<file path="src/rtl/conv_pkg.sv">
// Shared conv-layer definitions: output geometry, window width and the
// frame-sequencing state encoding used by the conv-layer controllers.
package conv_pkg;

  typedef enum logic [1:0] {
    IDLE  = 2'd0,
    RUN   = 2'd1,
    DRAIN = 2'd2,
    DONE  = 2'd3
  } conv_state_e;

  // One output dimension of a stride-1 convolution.
  function automatic int out_dim(input int img, input int pad, input int k);
    return img + 2 * pad - k + 1;
  endfunction

  // Number of windows (output pixels) in one frame.
  function automatic int out_total(input int w, input int h, input int pad, input int k);
    return out_dim(w, pad, k) * out_dim(h, pad, k);
  endfunction

  // Bits in one packed KxK window across all channels.
  function automatic int win_width(input int dw, input int k, input int ch);
    return dw * k * k * ch;
  endfunction

endpackage

</file>
<file path="src/rtl/window_dispatch_if.sv">
// Window stream in from the line buffer and shared window bus out to the PEs.
// slave = dispatcher view, master = line buffer / PE array view.
interface window_dispatch_if #(
  parameter int WIN_W  = 216,
  parameter int NUM_PE = 2
);
  logic              win_valid;
  logic [WIN_W-1:0]  win_data;
  logic              win_ready;
  logic [NUM_PE-1:0] pe_ready;
  logic [NUM_PE-1:0] pe_valid;
  logic [WIN_W-1:0]  pe_data;
  logic [7:0]        pe_row;
  logic [7:0]        pe_col;

  modport slave (
    input  win_valid, win_data, pe_ready,
    output win_ready, pe_valid, pe_data, pe_row, pe_col
  );

  modport master (
    output win_valid, win_data, pe_ready,
    input  win_ready, pe_valid, pe_data, pe_row, pe_col
  );
endinterface

</file>
<file path="src/rtl/rr_arbiter.sv">
// Combinational round-robin arbiter: first requester at or above ptr, wrapping.
module rr_arbiter #(
  parameter int NUM_PE = 2,
  parameter int PTR_W  = (NUM_PE > 1) ? $clog2(NUM_PE) : 1
) (
  input  logic [NUM_PE-1:0] req,
  input  logic [PTR_W-1:0]  ptr,
  output logic [NUM_PE-1:0] grant,
  output logic              any_grant
);

  logic found;

  assign any_grant = |req;

  // Walk the ring by offset k from ptr; the first requester hit wins.
  always_comb begin
    grant = '0;
    found = 1'b0;
    for (int k = 0; k < NUM_PE; k++) begin
      for (int i = 0; i < NUM_PE; i++) begin
        if (!found && req[i] && (i == (int'(ptr) + k) % NUM_PE)) begin
          grant[i] = 1'b1;
          found    = 1'b1;
        end
      end
    end
  end

endmodule

</file>
<file path="src/rtl/window_dispatch.sv">
// Round-robin dispatcher of line-buffer windows to NUM_PE conv engines.
// Tags each window with its output (row, col), counts fired windows and
// sequences the frame IDLE -> RUN -> DRAIN -> DONE.
module window_dispatch
  import conv_pkg::*;
#(
  parameter int IMG_WIDTH   = 6,
  parameter int IMG_HEIGHT  = 6,
  parameter int CHANNELS    = 3,
  parameter int KERNEL_SIZE = 3,
  parameter int PADDING     = 1,
  parameter int DATA_WIDTH  = 8,
  parameter int NUM_PE      = 2
) (
  input  logic             clk,
  input  logic             rst_n,
  input  logic             start,
  window_dispatch_if.slave bus,
  output logic             busy,
  output logic             done,
  output logic [15:0]      win_count
);

  localparam int OUT_W = out_dim(IMG_WIDTH, PADDING, KERNEL_SIZE);
  localparam int OUT_H = out_dim(IMG_HEIGHT, PADDING, KERNEL_SIZE);
  localparam int WIN_W = win_width(DATA_WIDTH, KERNEL_SIZE, CHANNELS);
  localparam int PTR_W = (NUM_PE > 1) ? $clog2(NUM_PE) : 1;
  localparam logic [7:0] LAST_COL = 8'(OUT_W - 1);
  localparam logic [7:0] LAST_ROW = 8'(OUT_H - 1);

  // Single output register: window, its tag and the engine it was granted to.
  typedef struct packed {
    logic              vld;
    logic [NUM_PE-1:0] grant;
    logic [7:0]        row;
    logic [7:0]        col;
    logic [WIN_W-1:0]  data;
  } slot_t;

  conv_state_e       state, state_nxt;
  slot_t             slot;
  logic [7:0]        row_cnt, col_cnt;
  logic [PTR_W-1:0]  rr_ptr, rr_ptr_nxt;
  logic [NUM_PE-1:0] grant;
  logic              any_grant;
  logic              fire, accept, last_win, frame_start;

  rr_arbiter #(.NUM_PE(NUM_PE), .PTR_W(PTR_W)) u_arb (
    .req       (bus.pe_ready),
    .ptr       (rr_ptr),
    .grant     (grant),
    .any_grant (any_grant)
  );

  // Readiness is only looked at through the granted engine once the slot is full.
  assign fire        = slot.vld && |(slot.grant & bus.pe_ready);
  assign bus.win_ready = (state == RUN) && (!slot.vld || fire) && any_grant;
  assign accept      = bus.win_ready && bus.win_valid;
  assign last_win    = (row_cnt == LAST_ROW) && (col_cnt == LAST_COL);
  assign frame_start = (state == IDLE) && start;

  assign bus.pe_valid = slot.vld ? slot.grant : '0;
  assign bus.pe_data  = slot.data;
  assign bus.pe_row   = slot.row;
  assign bus.pe_col   = slot.col;
  assign busy         = (state == RUN) || (state == DRAIN);
  assign done         = (state == DONE);

  // Frame state register.
  always_ff @(posedge clk or negedge rst_n) begin
    if (!rst_n) state <= IDLE;
    else        state <= state_nxt;
  end

  // Frame sequencing; DRAIN ends on the cycle the last window leaves the slot.
  always_comb begin
    state_nxt = state;
    case (state)
      IDLE:    if (start) state_nxt = RUN;
      RUN:     if (accept && last_win) state_nxt = DRAIN;
      DRAIN:   if (!slot.vld || fire) state_nxt = DONE;
      DONE:    state_nxt = IDLE;
      default: state_nxt = IDLE;
    endcase
  end

  // Pointer moves to just past the engine that won this accept.
  always_comb begin
    rr_ptr_nxt = rr_ptr;
    for (int i = 0; i < NUM_PE; i++) begin
      if (grant[i]) rr_ptr_nxt = PTR_W'((i + 1) % NUM_PE);
    end
  end

  // Round-robin pointer survives across frames; only reset clears it.
  always_ff @(posedge clk or negedge rst_n) begin
    if (!rst_n)      rr_ptr <= '0;
    else if (accept) rr_ptr <= rr_ptr_nxt;
  end

  // Output coordinate of the next window to be accepted, row-major.
  always_ff @(posedge clk or negedge rst_n) begin
    if (!rst_n) begin
      row_cnt <= '0;
      col_cnt <= '0;
    end else if (frame_start) begin
      row_cnt <= '0;
      col_cnt <= '0;
    end else if (accept) begin
      if (col_cnt == LAST_COL) begin
        col_cnt <= '0;
        row_cnt <= row_cnt + 8'd1;
      end else begin
        col_cnt <= col_cnt + 8'd1;
      end
    end
  end

  // Output slot: load on accept (covers fire+accept), empty on a bare fire.
  always_ff @(posedge clk or negedge rst_n) begin
    if (!rst_n) begin
      slot <= '0;
    end else if (accept) begin
      slot.vld   <= 1'b1;
      slot.grant <= grant;
      slot.row   <= row_cnt;
      slot.col   <= col_cnt;
      slot.data  <= bus.win_data;
    end else if (fire) begin
      slot.vld <= 1'b0;
    end
  end

  // Saturating count of windows handed to engines this frame.
  always_ff @(posedge clk or negedge rst_n) begin
    if (!rst_n)                               win_count <= '0;
    else if (frame_start)                     win_count <= '0;
    else if (fire && win_count != 16'hFFFF)   win_count <= win_count + 16'd1;
  end

endmodule

</file>
<file path="src/flat_wrapper.sv">
// flat-port wrapper written by rule: the top's interface ports become plain ports
module window_dispatch_flat import conv_pkg::*;
#(
  parameter int IMG_WIDTH   = 6,
  parameter int IMG_HEIGHT  = 6,
  parameter int CHANNELS    = 3,
  parameter int KERNEL_SIZE = 3,
  parameter int PADDING     = 1,
  parameter int DATA_WIDTH  = 8,
  parameter int NUM_PE      = 2
)
  (clk, rst_n, start, busy, done, win_count, bus_win_valid, bus_win_data, bus_pe_ready, bus_win_ready, bus_pe_valid, bus_pe_data, bus_pe_row, bus_pe_col);
  window_dispatch_if #(.WIN_W((8 * 3 * 3 * 3)), .NUM_PE(NUM_PE)) bus_i ();
  input  logic clk;
  input  logic rst_n;
  input  logic start;
  output logic busy;
  output logic done;
  output logic [15:0] win_count;
  input wire logic [$bits(bus_i.win_valid)-1:0] bus_win_valid;
  input wire logic [$bits(bus_i.win_data)-1:0] bus_win_data;
  input wire logic [$bits(bus_i.pe_ready)-1:0] bus_pe_ready;
  output wire logic [$bits(bus_i.win_ready)-1:0] bus_win_ready;
  output wire logic [$bits(bus_i.pe_valid)-1:0] bus_pe_valid;
  output wire logic [$bits(bus_i.pe_data)-1:0] bus_pe_data;
  output wire logic [$bits(bus_i.pe_row)-1:0] bus_pe_row;
  output wire logic [$bits(bus_i.pe_col)-1:0] bus_pe_col;
  assign bus_i.win_valid = bus_win_valid;
  assign bus_i.win_data = bus_win_data;
  assign bus_i.pe_ready = bus_pe_ready;
  assign bus_win_ready = bus_i.win_ready;
  assign bus_pe_valid = bus_i.pe_valid;
  assign bus_pe_data = bus_i.pe_data;
  assign bus_pe_row = bus_i.pe_row;
  assign bus_pe_col = bus_i.pe_col;
  window_dispatch #(.IMG_WIDTH(IMG_WIDTH), .IMG_HEIGHT(IMG_HEIGHT), .CHANNELS(CHANNELS), .KERNEL_SIZE(KERNEL_SIZE), .PADDING(PADDING), .DATA_WIDTH(DATA_WIDTH), .NUM_PE(NUM_PE)) u_core (.clk(clk), .rst_n(rst_n), .start(start), .bus(bus_i), .busy(busy), .done(done), .win_count(win_count));
endmodule
</file>
<file path="config.mk">
export PLATFORM = sky130hd
export DESIGN_NAME = window_dispatch_flat
export DESIGN_NICKNAME = d
export VERILOG_FILES = /design/src/rtl/conv_pkg.sv /design/src/rtl/window_dispatch_if.sv /design/src/rtl/rr_arbiter.sv /design/src/rtl/window_dispatch.sv /design/src/flat_wrapper.sv
export SDC_FILE = /design/constraint.sdc
export NUM_CORES = 1
export LEC_CHECK = 0
export CORE_AREA = 5 5 184 186
export DETAILED_ROUTE_END_ITERATION = 6
export DIE_AREA = 0 0 189 191
export GPL_ROUTABILITY_DRIVEN = 0
export PLACE_DENSITY_LB_ADDON = 0.25
export SLEW_MARGIN = 30
export SYNTH_ARGS = -nofsm -noshare
export SYNTH_HDL_FRONTEND = slang
export SYNTH_SLANG_ARGS = --single-unit
</file>
<file path="constraint.sdc">
create_clock -name clk -period 2.7 [get_ports clk]
set_input_delay 0.675 -clock clk [delete_from_list [all_inputs] [get_ports clk]]
set_output_delay 0.675 -clock clk [all_outputs]
set_load 0.01 [all_outputs]
</file>
==> flow_results.xml, run 1 <==
<?xml version="1.0" encoding="UTF-8"?>
<metrics>
  <group name="run_status">
    <metric name="outcome" unit="">completed</metric>
  </group>
  <group name="worst_setup_path">
    <metric name="worst_setup_path_end_kind" unit="">primary output</metric>
    <metric name="critPathKind" unit="">register to primary output</metric>
    <metric name="critPathLaunchType" unit="">register</metric>
    <metric name="setup.reg_to_reg.worst_slack" unit="ns">0.53</metric>
    <metric name="worstReg2RegStart" unit="">u_core.state[1]</metric>
    <metric name="reg2regPathDepth" unit="">8</metric>
    <metric name="regToRegEndpoint" unit="">u_core.bus.pe_data[189]</metric>
    <metric name="critical_path.max_fanout" unit="">4</metric>
    <metric name="worstPathRequired" unit="ns">2.03</metric>
    <metric name="critical_path_arrival" unit="ns">1.95</metric>
  </group>
  <group name="grt">
    <metric name="grt_start_max_net_pins" unit="">64</metric>
    <metric name="grt.total_usage" unit="%">19.1</metric>
    <metric name="grt_remaining_overflow" unit="">0</metric>
    <metric name="number_of_antenna_violations_at_the_first_check_in_global_routing" unit="">1</metric>
    <metric name="first_pass_grt_wire_length" unit="mm">55.4</metric>
    <metric name="grt_pass1_vias" unit="">9899</metric>
  </group>
  <group name="cts">
    <metric name="post_cts.repair.setup_buffers" unit="">0</metric>
    <metric name="clkSinkCount" unit="">270</metric>
    <metric name="cts-root-to-sink-buffers" unit="">3</metric>
    <metric name="cts_h_tree_lvls" unit="">1</metric>
    <metric name="clock_latency_on_the_worst_skew_pair" unit="ns">0.55</metric>
    <metric name="holdBufCountCts" unit="">0</metric>
    <metric name="cts_root_buf" unit="">sky130_fd_sc_hd__clkbuf_16</metric>
    <metric name="cts_buffers" unit="">30</metric>
    <metric name="post_cts.resized_instances" unit="">2</metric>
    <metric name="tritoncts_clock_tree" unit="">yes</metric>
    <metric name="worst_setup_hold_path_clk_slew" unit="ns">0.06</metric>
  </group>
  <group name="die">
    <metric name="die-height" unit="um">191</metric>
    <metric name="num_io_pins" unit="">475</metric>
    <metric name="core.rowCount" unit="">66</metric>
    <metric name="chipWidth" unit="um">189</metric>
    <metric name="start_util" unit="%">39.2</metric>
    <metric name="die_area" unit="mm2">0.0361</metric>
    <metric name="placeable_core_region" unit="mm2">0.0321</metric>
  </group>
  <group name="synthesis">
    <metric name="synth.distinct_cells" unit="">49</metric>
    <metric name="postSynthCellCount" unit="">1434</metric>
    <metric name="ys_dominant_reg_cell" unit="">sky130_fd_sc_hd__dfrtp_1</metric>
    <metric name="synthesis.area" unit="mm2">0.0126</metric>
    <metric name="synthesis.yosys.warnings" unit="">0</metric>
    <metric name="synth.ff_latch_count" unit="">270</metric>
    <metric name="syn_nets" unit="">1666</metric>
    <metric name="synth-seq-area-share" unit="%">53.6</metric>
    <metric name="synth_enable_flop_cells" unit="">0</metric>
    <metric name="mapped_avg_cell_area" unit="um2">8.79</metric>
    <metric name="synthArstFlopShare" unit="%">100</metric>
  </group>
  <group name="finish">
    <metric name="post_route_non_filler_standard_cell_count" unit="">2126</metric>
    <metric name="layout.cells.most_common_list" unit="">sky130_fd_sc_hd__nand2_1 (710), sky130_fd_sc_hd__clkdlybuf4s50_1 (472), sky130_fd_sc_hd__dfrtp_1 (270)</metric>
    <metric name="area_delta_synth_final" unit="%">37.9</metric>
    <metric name="post_route_cells_drive_above_1_share" unit="%">6.53</metric>
    <metric name="final_nets" unit="">1925</metric>
    <metric name="most_common_cell_after_layout_fill_and_taps_aside" unit="">sky130_fd_sc_hd__nand2_1</metric>
  </group>
  <group name="sta">
    <metric name="finClkSkew" unit="ns">0.0163</metric>
    <metric name="layout_min_cycle_time" unit="ns">2.62</metric>
    <metric name="final_min_period_over_clock_period" unit="%">97.1</metric>
    <metric name="timing.final.hold_violations" unit="">0</metric>
    <metric name="fmax" unit="GHz">0.381</metric>
    <metric name="grt_setup_unrepaired" unit="">no</metric>
    <metric name="worst_hold_slack" unit="ns">0.0777</metric>
    <metric name="maxSlewViolCount" unit="">0</metric>
    <metric name="setup_viol" unit="">0</metric>
    <metric name="worst_slew_margin_rel" unit="%">64.5</metric>
    <metric name="final.setup.tns" unit="ns">0</metric>
    <metric name="tightestPinTransition" unit="ns">0.532</metric>
  </group>
  <group name="pwr">
    <metric name="switchingPower" unit="W">0.00637</metric>
    <metric name="internal_power" unit="W">0.0127</metric>
    <metric name="power-per-cell-area" unit="mW/mm2">1090</metric>
    <metric name="sw_frac_of_total" unit="%">33.5</metric>
    <metric name="highest_ir_drop_seen_on_vdd" unit="mV">0.577</metric>
    <metric name="comb_power_share" unit="%">42.0</metric>
    <metric name="power.sequential.fraction" unit="%">35.4</metric>
    <metric name="total_leakage_power" unit="nW">8.41</metric>
    <metric name="power_frac_clock" unit="%">22.6</metric>
  </group>
  <group name="placed_design">
    <metric name="dp.cells" unit="">2069</metric>
    <metric name="dp_hpwl" unit="mm">27.0</metric>
    <metric name="buffer_ports.inserted" unit="">474</metric>
  </group>
  <group name="routing">
    <metric name="detail_route.vias_per_cell" unit="">4.51</metric>
    <metric name="drt_iter0_markers" unit="">382</metric>
    <metric name="via_count" unit="">9596</metric>
    <metric name="dr.pass1.iters" unit="">4</metric>
    <metric name="wl" unit="mm">35.8</metric>
    <metric name="wl_per_cell" unit="um">16.9</metric>
    <metric name="ant_nets" unit="">0</metric>
    <metric name="drt_drc_violations_left" unit="">0</metric>
  </group>
  <group name="hold_path">
    <metric name="hold_path.class" unit="">input port to async pin</metric>
  </group>
  <group name="flow_run">
    <metric name="number_of_violations_of_the_max_capacitance_limit" unit="">0</metric>
  </group>
</metrics>
==> power groups by stage <==
stage | Sequential [W] | Combinational [W] | Clock, W
2_1_floorplan | 0.00652 | 0.00555 | 0
6_report | 0.00673 | 0.00800 | 0.00431
4_1_cts | 0.00674 | 0.00816 | 0.00443
5_1_grt | 0.00696 | 0.00870 | 0.00457
3_5_place_dp | 0.00679 | 0.00813 | 0
3_3_place_gp | 0.00671 | 0.00799 | 0
==> cell families (layout without fill, tap and decap cells) <==
kind of cell / count (synthesis) / count (layout) / synth area share [%]
and+or+nand+nor: 798 / 798 / 25.1
buffers and inverters: 296 / 578 / 16.5
DFF: 270 / 270 / 53.6
AOI/OAI and AO/OA: 36 / 36 / 2.13
xor gates and xnor gates: 21 / 21 / 1.46
adders and majority gates: 10 / 10 / 0.992
muxes: 3 / 3 / 0.278
other: 0 / 2 / 0
==> worst max-delay path by stage <==
| stage | startpoint | to |
|---|---|---|
| after floorplan | bus_pe_ready[0] | u_core.state[1] |
| after global placement | bus_pe_ready[1] | bus_win_ready |
| after detailed placement | bus_pe_ready[1] | bus_win_ready |
| after CTS | u_core.state[1] | busy |
| after global routing | u_core.state[1] | busy |
| final | u_core.state[1] | busy |
==> registers in the layout, indices dropped and copies added, names as in the netlist, 2 cells and up <==
| register | flops |
|---|---|
| u_core.state | 2 |
| u_core.slot | 3 |
| u_core.col_cnt | 8 |
| u_core.bus.pe_data | 216 |
| u_core.win_count | 16 |
| u_core.bus.pe_row | 8 |
| u_core.row_cnt | 8 |
| u_core.bus.pe_col | 8 |
==> Yosys cell counts, types with 2 or more instances <==
cell type	number	area (um2)
sky130_fd_sc_hd__nor2_1	30	113
sky130_fd_sc_hd__mux2i_1	2	20.0
sky130_fd_sc_hd__nand3_1	14	70.1
sky130_fd_sc_hd__and2_1	8	50.1
sky130_fd_sc_hd__clkbuf_1	4	15.0
sky130_fd_sc_hd__or3_1	3	18.8
sky130_fd_sc_hd__inv_1	6	22.5
sky130_fd_sc_hd__buf_4	243	1820
sky130_fd_sc_hd__a211oi_1	2	15.0
sky130_fd_sc_hd__buf_2	42	210
sky130_fd_sc_hd__a21oi_1	9	45.0
sky130_fd_sc_hd__ha_1	10	125
sky130_fd_sc_hd__a31oi_1	2	12.5
sky130_fd_sc_hd__xor2_1	9	78.8
sky130_fd_sc_hd__and3_1	8	50.1
sky130_fd_sc_hd__a21o_1	2	15.0
sky130_fd_sc_hd__nand4_1	9	56.3
sky130_fd_sc_hd__a31o_2	2	17.5
sky130_fd_sc_hd__dfrtp_1	270	6760
sky130_fd_sc_hd__nand2_1	710	2670
sky130_fd_sc_hd__o21ai_0	5	25.0
sky130_fd_sc_hd__nor3_1	6	30.0
sky130_fd_sc_hd__xnor2_1	12	105
==> per-stage QoR <==
| stage | worst slack (ns) | utilization [%] | instance area, um2 | total power [W] |
|---|---|---|---|---|
| after floorplan | 0.851 | - | 12600 | 0.0121 |
| after CTS | 0.0724 | 54.1 | 17400 | 0.0193 |
| after detailed placement | 0.0105 | 50.8 | 16300 | 0.0149 |
| final | 0.0776 | 54.1 | 17400 | 0.0190 |
| after global placement | -0.0350 | 50.8 | 16300 | 0.0147 |
| after global routing | 0.0351 | 54.1 | 17400 | 0.0202 |
==> routing by layer <==
metal  track usage [%]  wire length, um  vias up
met2              32.8            17700      316
met5                 0                0        -
met1              23.8            14800     4510
met4              6.36             1220        0
li1                  -                -     4697
met3              4.38             2180       73
==> area by class of cell <==
| type | instances | area (um2) |
|---|---|---|
| fill | 2912 | 14700 |
| sequential | 270 | 6760 |
| timing repair buffer | 517 | 5230 |
| multi-input combinational | 868 | 3800 |
| clock buffer | 48 | 950 |
| tap | 408 | 510 |
| clock inverter | 7 | 113 |
| inverter | 6 | 22.5 |
| antenna | 2 | 5.00 |
==> critical path, stage by stage (launching register included) <==
cell and delay (ns):
sky130_fd_sc_hd__dfrtp_1 0.43, sky130_fd_sc_hd__inv_1 0.11, sky130_fd_sc_hd__ha_1 0.31, sky130_fd_sc_hd__clkdlybuf4s50_1 0.55
No activity file was read; power rests on OpenSTA's default activity.
==> inputs of run 2 (changes only) <==
- CORE_AREA: 5 5 184 186 -> 5 5 182 184
- DIE_AREA: 0 0 189 191 -> 0 0 187 189
- DONT_BUFFER_PORTS: not set -> 1
- SLEW_MARGIN: 30 -> not set
==> run 2 against run 1 <==
The run now ends with hold timing left. Critical path depth is 1 lower. Sequential power is 19% higher. Via count is 19% lower. Global-route usage is 3.0 points lower. Maximum frequency is 8.5% higher. Utilization is 15 points lower. Clock skew is 0.0036 ns lower. Combinational power is 63% lower. Largest cell class unchanged. Largest power group is now registers.
==> flow_results.xml, run 2 (synthesized netlist as in run 1, its figures left out) <==
<?xml version="1.0" encoding="UTF-8"?>
<metrics>
  <group name="worst_setup_path">
    <metric name="critical_path_arrival" unit="ns">1.74</metric>
    <metric name="critPathSlowestCell" unit="">sky130_fd_sc_hd__dfrtp_1</metric>
    <metric name="worstPathRequired" unit="ns">2.03</metric>
    <metric name="cp_top_family" unit="">compound AO/OA/AOI/OAI gates</metric>
    <metric name="worst_path_largest_cell_delay" unit="ns">0.49</metric>
    <metric name="worst-path-buf-inv" unit="">0</metric>
    <metric name="critical_path.max_fanout" unit="">11</metric>
    <metric name="critPathLaunchType" unit="">register</metric>
    <metric name="crit_chain" unit="">o21bai_1 &gt; a21boi_0</metric>
    <metric name="worst_setup_path_end_kind" unit="">primary output</metric>
    <metric name="critPathKind" unit="">register to primary output</metric>
    <metric name="setup.reg_to_reg.worst_slack" unit="ns">0.52</metric>
  </group>
  <group name="finish">
    <metric name="post_route_cells_drive_above_1_share" unit="%">7.15</metric>
    <metric name="antenna_diode_count" unit="">0</metric>
    <metric name="final_nets" unit="">1425</metric>
    <metric name="post_route_non_filler_standard_cell_count" unit="">1619</metric>
    <metric name="layout.cells.most_common_list" unit="">sky130_fd_sc_hd__nand2_1 (710), sky130_fd_sc_hd__dfrtp_1 (270), sky130_fd_sc_hd__clkbuf_16 (31)</metric>
    <metric name="number_of_flip_flops_under_the_largest_register_name" unit="">216</metric>
    <metric name="most_common_cell_after_layout_fill_and_taps_aside" unit="">sky130_fd_sc_hd__nand2_1</metric>
    <metric name="area_delta_synth_final" unit="%">-2.35</metric>
    <metric name="n_fill_cell" unit="">3117</metric>
    <metric name="layout.cell_area.non_filler" unit="mm2">0.0123</metric>
  </group>
  <group name="sta">
    <metric name="finClkSkew" unit="ns">0.0127</metric>
    <metric name="worst_slew_margin_rel" unit="%">62.2</metric>
    <metric name="timing.final.hold_violations" unit="">270</metric>
    <metric name="tightestPinTransition" unit="ns">0.566</metric>
    <metric name="layout_min_cycle_time" unit="ns">2.42</metric>
    <metric name="grt_setup_unrepaired" unit="">no</metric>
    <metric name="final.setup.tns" unit="ns">0</metric>
    <metric name="worst_hold_slack" unit="ns">-0.160</metric>
    <metric name="maxSlewViolCount" unit="">0</metric>
    <metric name="setup_viol" unit="">0</metric>
    <metric name="final_min_period_over_clock_period" unit="%">89.5</metric>
    <metric name="fmax" unit="GHz">0.414</metric>
  </group>
  <group name="routing">
    <metric name="via_count" unit="">7728</metric>
    <metric name="dr.pass1.iters" unit="">4</metric>
    <metric name="detail_route.vias_per_cell" unit="">4.77</metric>
    <metric name="drt_iter0_markers" unit="">415</metric>
    <metric name="wl" unit="mm">29.9</metric>
    <metric name="drt_drc_violations_left" unit="">0</metric>
    <metric name="ant_nets" unit="">0</metric>
    <metric name="wl_per_cell" unit="um">18.4</metric>
  </group>
  <group name="cts">
    <metric name="cts-root-to-sink-buffers" unit="">3</metric>
    <metric name="post_cts.repair.setup_buffers" unit="">0</metric>
    <metric name="worst_setup_hold_path_clk_slew" unit="ns">0.06</metric>
    <metric name="tritoncts_clock_tree" unit="">yes</metric>
    <metric name="cts_h_tree_lvls" unit="">1</metric>
    <metric name="cts_root_buf" unit="">sky130_fd_sc_hd__clkbuf_16</metric>
    <metric name="clock_latency_on_the_worst_skew_pair" unit="ns">0.54</metric>
    <metric name="post_cts.resized_instances" unit="">0</metric>
    <metric name="clkSinkCount" unit="">270</metric>
    <metric name="cts_buffers" unit="">30</metric>
  </group>
  <group name="flow_run">
    <metric name="number_of_violations_of_the_max_capacitance_limit" unit="">0</metric>
  </group>
  <group name="hold_path">
    <metric name="hold_path.class" unit="">input port to async pin</metric>
  </group>
  <group name="grt">
    <metric name="grt_pass1_vias" unit="">7609</metric>
    <metric name="grt_remaining_overflow" unit="">0</metric>
    <metric name="first_pass_grt_wire_length" unit="mm">46.3</metric>
    <metric name="number_of_antenna_violations_at_the_first_check_in_global_routing" unit="">0</metric>
    <metric name="grt_start_max_net_pins" unit="">271</metric>
    <metric name="grt.total_usage" unit="%">16.1</metric>
  </group>
  <group name="placed_design">
    <metric name="buffer_ports.inserted" unit="">0</metric>
    <metric name="dp_hpwl" unit="mm">21.6</metric>
    <metric name="placed_area" unit="mm2">0.0113</metric>
    <metric name="dp.cells" unit="">1563</metric>
  </group>
  <group name="die">
    <metric name="placeable_core_region" unit="mm2">0.0312</metric>
    <metric name="die_area" unit="mm2">0.0353</metric>
    <metric name="core.rowCount" unit="">65</metric>
    <metric name="start_util" unit="%">40.4</metric>
    <metric name="die-height" unit="um">189</metric>
    <metric name="num_io_pins" unit="">475</metric>
    <metric name="chipWidth" unit="um">187</metric>
  </group>
  <group name="pwr">
    <metric name="total_leakage_power" unit="nW">6.44</metric>
    <metric name="power-per-cell-area" unit="mW/mm2">1230</metric>
    <metric name="highest_ir_drop_seen_on_vdd" unit="mV">0.573</metric>
  </group>
  <group name="run_status">
    <metric name="failed_checks" unit="">hold timing</metric>
    <metric name="outcome" unit="">finished, violations left</metric>
  </group>
</metrics>
run 2: cell count changes in the layout (fill, tap and decap cells not counted), sizes merged:
cell,previous run,this run
clkdlybuf4s50,472,0
buf,44,17
clkbuf,48,41
clkinv,3,10
diode,2,0
inv,6,8
bufinv,3,2
dlygate4sd2,1,0
run 2: cell type report:
class | count | area (um2) | area share [%]
clock inverter | 15 | 146 | 1.19
tap | 402 | 503 | 4.09
inverter | 6 | 22.5 | 0.183
sequential | 270 | 6760 | 54.9
clock buffer | 41 | 873 | 7.09
timing repair buffer | 17 | 215 | 1.75
multi-input combinational | 868 | 3790 | 30.8
run 2: path summary, 6_finish.rpt:
kind	startpoint	to	cells after the start
hold reg to reg	u_core.rr_ptr	u_core.rr_ptr	1
min in group clk	bus_win_data[150]	u_core.bus.pe_data[150]	2
hold / removal	rst_n	u_core.bus.pe_data[178]	0
setup reg to reg	u_core.state[1]	u_core.row_cnt[3]	9
setup / recovery	u_core.slot[234]	bus_win_ready	2
max in group asynchronous	rst_n	u_core.bus.pe_data[85]	0
run 2: per-layer routing:
| layer | track usage (%) | routed length, um | vias up | share of wire [%] |
|---|---|---|---|---|
| met5 | 0 | 0 | - | 0 |
| met4 | 4.61 | 784 | 0 | 2.6 |
| met3 | 5.64 | 2830 | 61 | 9.5 |
| met2 | 26.0 | 14500 | 319 | 48 |
| met1 | 20.6 | 11800 | 3643 | 40 |
| li1 | - | - | 3705 | - |
run 2: metrics by stage:
| step | worst slack [ns] | power [W] | util, % |
|---|---|---|---|
| 3_5_place_dp | 0.517 | 0.0111 | 36.2 |
| 2_1_floorplan | 0.851 | 0.0121 | - |
| 3_3_place_gp | 0.502 | 0.0110 | 36.2 |
| 5_1_grt | 0.163 | 0.0161 | 39.4 |
| 4_1_cts | 0.248 | 0.0153 | 39.4 |
| 6_report | 0.282 | 0.0151 | 39.4 |
run 2: where the power goes:
group	switching, W	internal (W)	total [W]	leakage [nW]
combinational	0.00181	0.00112	0.00294	2.53
clock	0.00166	0.00246	0.00412	0.509
sequential	0.00226	0.00576	0.00802	3.40
run 2: worst register-to-register path, delay by kind of cell (launching register included):
kind                       cells  cell delay [ns]
AOI/OAI and AO/OA              1             0.24
DFF                            1             0.41
buffers and inverters          3             0.60
adders and majority gates      1             0.22
xor gates and xnor gates       1             0.14
and+or+nand+nor                3             0.46
==> inputs of run 3 (changes only) <==
- CORE_AREA: 5 5 182 184 -> 8 8 180 182
- DIE_AREA: 0 0 187 189 -> 0 0 188 190
==> run 3 against run 2 <==
The run still ends with hold timing left. Clock power down 7.3%. Sequential power is essentially flat. First-iteration DRC count rose by 23%. Maximum frequency rose by 0.15%. Clock skew fell by 0.0042 ns. Non-clock buffer count down 7. Global-route usage is 0.32 points higher.
==> flow_results.xml, run 3 (synthesized netlist as in run 1, its figures left out) <==
<?xml version="1.0" encoding="UTF-8"?>
<metrics>
  <group name="run_status">
    <metric name="outcome" unit="">finished, violations left</metric>
    <metric name="failed_checks" unit="">hold timing</metric>
  </group>
  <group name="sta">
    <metric name="grt_setup_unrepaired" unit="">no</metric>
    <metric name="worst_slew_margin_rel" unit="%">46.4</metric>
    <metric name="layout_min_cycle_time" unit="ns">2.41</metric>
    <metric name="finClkSkew" unit="ns">0.00850</metric>
    <metric name="tightestPinTransition" unit="ns">0.805</metric>
    <metric name="maxSlewViolCount" unit="">0</metric>
    <metric name="timing.final.hold_violations" unit="">195</metric>
    <metric name="final.setup.tns" unit="ns">0</metric>
    <metric name="final_ws_setup" unit="ns">0.286</metric>
    <metric name="setup_viol" unit="">0</metric>
    <metric name="final_min_period_over_clock_period" unit="%">89.4</metric>
    <metric name="fmax" unit="GHz">0.414</metric>
    <metric name="worst_hold_slack" unit="ns">-0.155</metric>
  </group>
  <group name="routing">
    <metric name="dr.pass1.iters" unit="">5</metric>
    <metric name="drt_iter0_markers" unit="">510</metric>
    <metric name="via_count" unit="">7766</metric>
    <metric name="wl_per_cell" unit="um">19.7</metric>
    <metric name="drt_drc_violations_left" unit="">0</metric>
    <metric name="ant_nets" unit="">0</metric>
    <metric name="detail_route.vias_per_cell" unit="">4.87</metric>
    <metric name="wl" unit="mm">31.4</metric>
  </group>
  <group name="grt">
    <metric name="first_pass_grt_wire_length" unit="mm">47.2</metric>
    <metric name="grt_pass1_vias" unit="">7615</metric>
    <metric name="number_of_antenna_violations_at_the_first_check_in_global_routing" unit="">1</metric>
    <metric name="grt_start_max_net_pins" unit="">271</metric>
    <metric name="grt_remaining_overflow" unit="">0</metric>
    <metric name="grt.total_usage" unit="%">16.4</metric>
  </group>
  <group name="cts">
    <metric name="clkSinkCount" unit="">270</metric>
    <metric name="post_cts.repair.setup_buffers" unit="">0</metric>
    <metric name="tritoncts_clock_tree" unit="">yes</metric>
    <metric name="worst_setup_hold_path_clk_slew" unit="ns">0.06</metric>
    <metric name="cts_h_tree_lvls" unit="">1</metric>
    <metric name="cts_buffers" unit="">29</metric>
    <metric name="post_cts.resized_instances" unit="">0</metric>
    <metric name="cts-root-to-sink-buffers" unit="">3</metric>
    <metric name="clock_latency_on_the_worst_skew_pair" unit="ns">0.53</metric>
    <metric name="cts_root_buf" unit="">sky130_fd_sc_hd__clkbuf_16</metric>
  </group>
  <group name="die">
    <metric name="core.rowCount" unit="">63</metric>
    <metric name="num_io_pins" unit="">475</metric>
    <metric name="start_util" unit="%">42.9</metric>
    <metric name="die-height" unit="um">190</metric>
    <metric name="chipWidth" unit="um">188</metric>
    <metric name="die_area" unit="mm2">0.0357</metric>
    <metric name="placeable_core_region" unit="mm2">0.0294</metric>
  </group>
  <group name="finish">
    <metric name="layout.cells.most_common_list" unit="">sky130_fd_sc_hd__nand2_1 (710), sky130_fd_sc_hd__dfrtp_1 (270), sky130_fd_sc_hd__nor2_1 (30)</metric>
    <metric name="antenna_diode_count" unit="">0</metric>
    <metric name="area_delta_synth_final" unit="%">-3.65</metric>
    <metric name="most_common_cell_after_layout_fill_and_taps_aside" unit="">sky130_fd_sc_hd__nand2_1</metric>
    <metric name="post_route_non_filler_standard_cell_count" unit="">1596</metric>
    <metric name="post_route_cells_drive_above_1_share" unit="%">6.22</metric>
    <metric name="final_nets" unit="">1417</metric>
    <metric name="number_of_flip_flops_under_the_largest_register_name" unit="">216</metric>
  </group>
  <group name="pwr">
    <metric name="internal_power" unit="W">0.00910</metric>
    <metric name="power_frac_clock" unit="%">25.9</metric>
    <metric name="power.sequential.fraction" unit="%">54.5</metric>
    <metric name="total_leakage_power" unit="nW">6.35</metric>
    <metric name="switchingPower" unit="W">0.00568</metric>
    <metric name="power-per-cell-area" unit="mW/mm2">1220</metric>
    <metric name="comb_power_share" unit="%">19.7</metric>
    <metric name="sw_frac_of_total" unit="%">38.5</metric>
    <metric name="highest_ir_drop_seen_on_vdd" unit="mV">0.523</metric>
  </group>
  <group name="worst_setup_path">
    <metric name="worstPathRequired" unit="ns">2.03</metric>
    <metric name="critical_path_arrival" unit="ns">1.74</metric>
    <metric name="critPathLaunchType" unit="">register</metric>
    <metric name="critPathKind" unit="">register to primary output</metric>
    <metric name="critical_path.max_fanout" unit="">11</metric>
    <metric name="worst_setup_path_end_kind" unit="">primary output</metric>
  </group>
  <group name="placed_design">
    <metric name="dp.cells" unit="">1544</metric>
    <metric name="buffer_ports.inserted" unit="">0</metric>
    <metric name="dp_hpwl" unit="mm">22.7</metric>
    <metric name="dp_worst_setup_slack" unit="ns">0.563</metric>
  </group>
  <group name="flow_run">
    <metric name="number_of_violations_of_the_max_capacitance_limit" unit="">0</metric>
  </group>
  <group name="hold_path">
    <metric name="hold_path.class" unit="">input port to async pin</metric>
  </group>
</metrics>
run 3: area by class of cell:
type                       count  area [um2]
clock inverter                11        82.6
sequential                   270        6760
timing repair buffer          10         163
multi-input combinational    868        3790
inverter                       6        22.5
tap                          390         488
fill                        2900       17300
clock buffer                  41         841
run 3: worst paths after layout:
kind	start	end	slack (ns)	cells after the start
max	u_core.slot[234]	bus_win_ready	0.29	2
min	rst_n	u_core.bus.pe_data[189]	-0.15	0
max reg2reg	u_core.state[1]	u_core.bus.pe_data[64]	0.56	8
min reg2reg	u_core.rr_ptr	u_core.rr_ptr	0.50	1
max in group asynchronous	rst_n	u_core.win_count[9]	2.18	0
min in group clk	bus_win_data[99]	u_core.bus.pe_data[99]	0.24	2
run 3: critical path, cell delays in order (launching register included):
cell                       delay (ns)
sky130_fd_sc_hd__dfrtp_1         0.49
sky130_fd_sc_hd__o21bai_1        0.26
sky130_fd_sc_hd__a21boi_0        0.46
run 3: stage by stage:
stage	util [%]	instance area, um2	total power, W
after detailed placement	38.2	11200	0.0112
after floorplan	-	12600	0.0121
after CTS	41.3	12100	0.0150
final	41.3	12100	0.0148
after global routing	41.3	12100	0.0158
after global placement	38.2	11200	0.0110
run 3: metal layers:
layer | vias up | wire (um) | track usage (%)
met5 | - | 8 | 0
met3 | 49 | 3300 | 6.19
met4 | 2 | 628 | 4.45
li1 | 3688 | - | -
met1 | 3696 | 12000 | 19.9
met2 | 331 | 15500 | 27.1
run 3: power groups by stage:
stage,logic (W),clock network [W],registers [W]
6_report,0.00291,0.00382,0.00805
5_1_grt,0.00341,0.00409,0.00829
4_1_cts,0.00296,0.00394,0.00815
3_5_place_dp,0.00295,0,0.00821
3_3_place_gp,0.00281,0,0.00821
2_1_floorplan,0.00555,0,0.00652
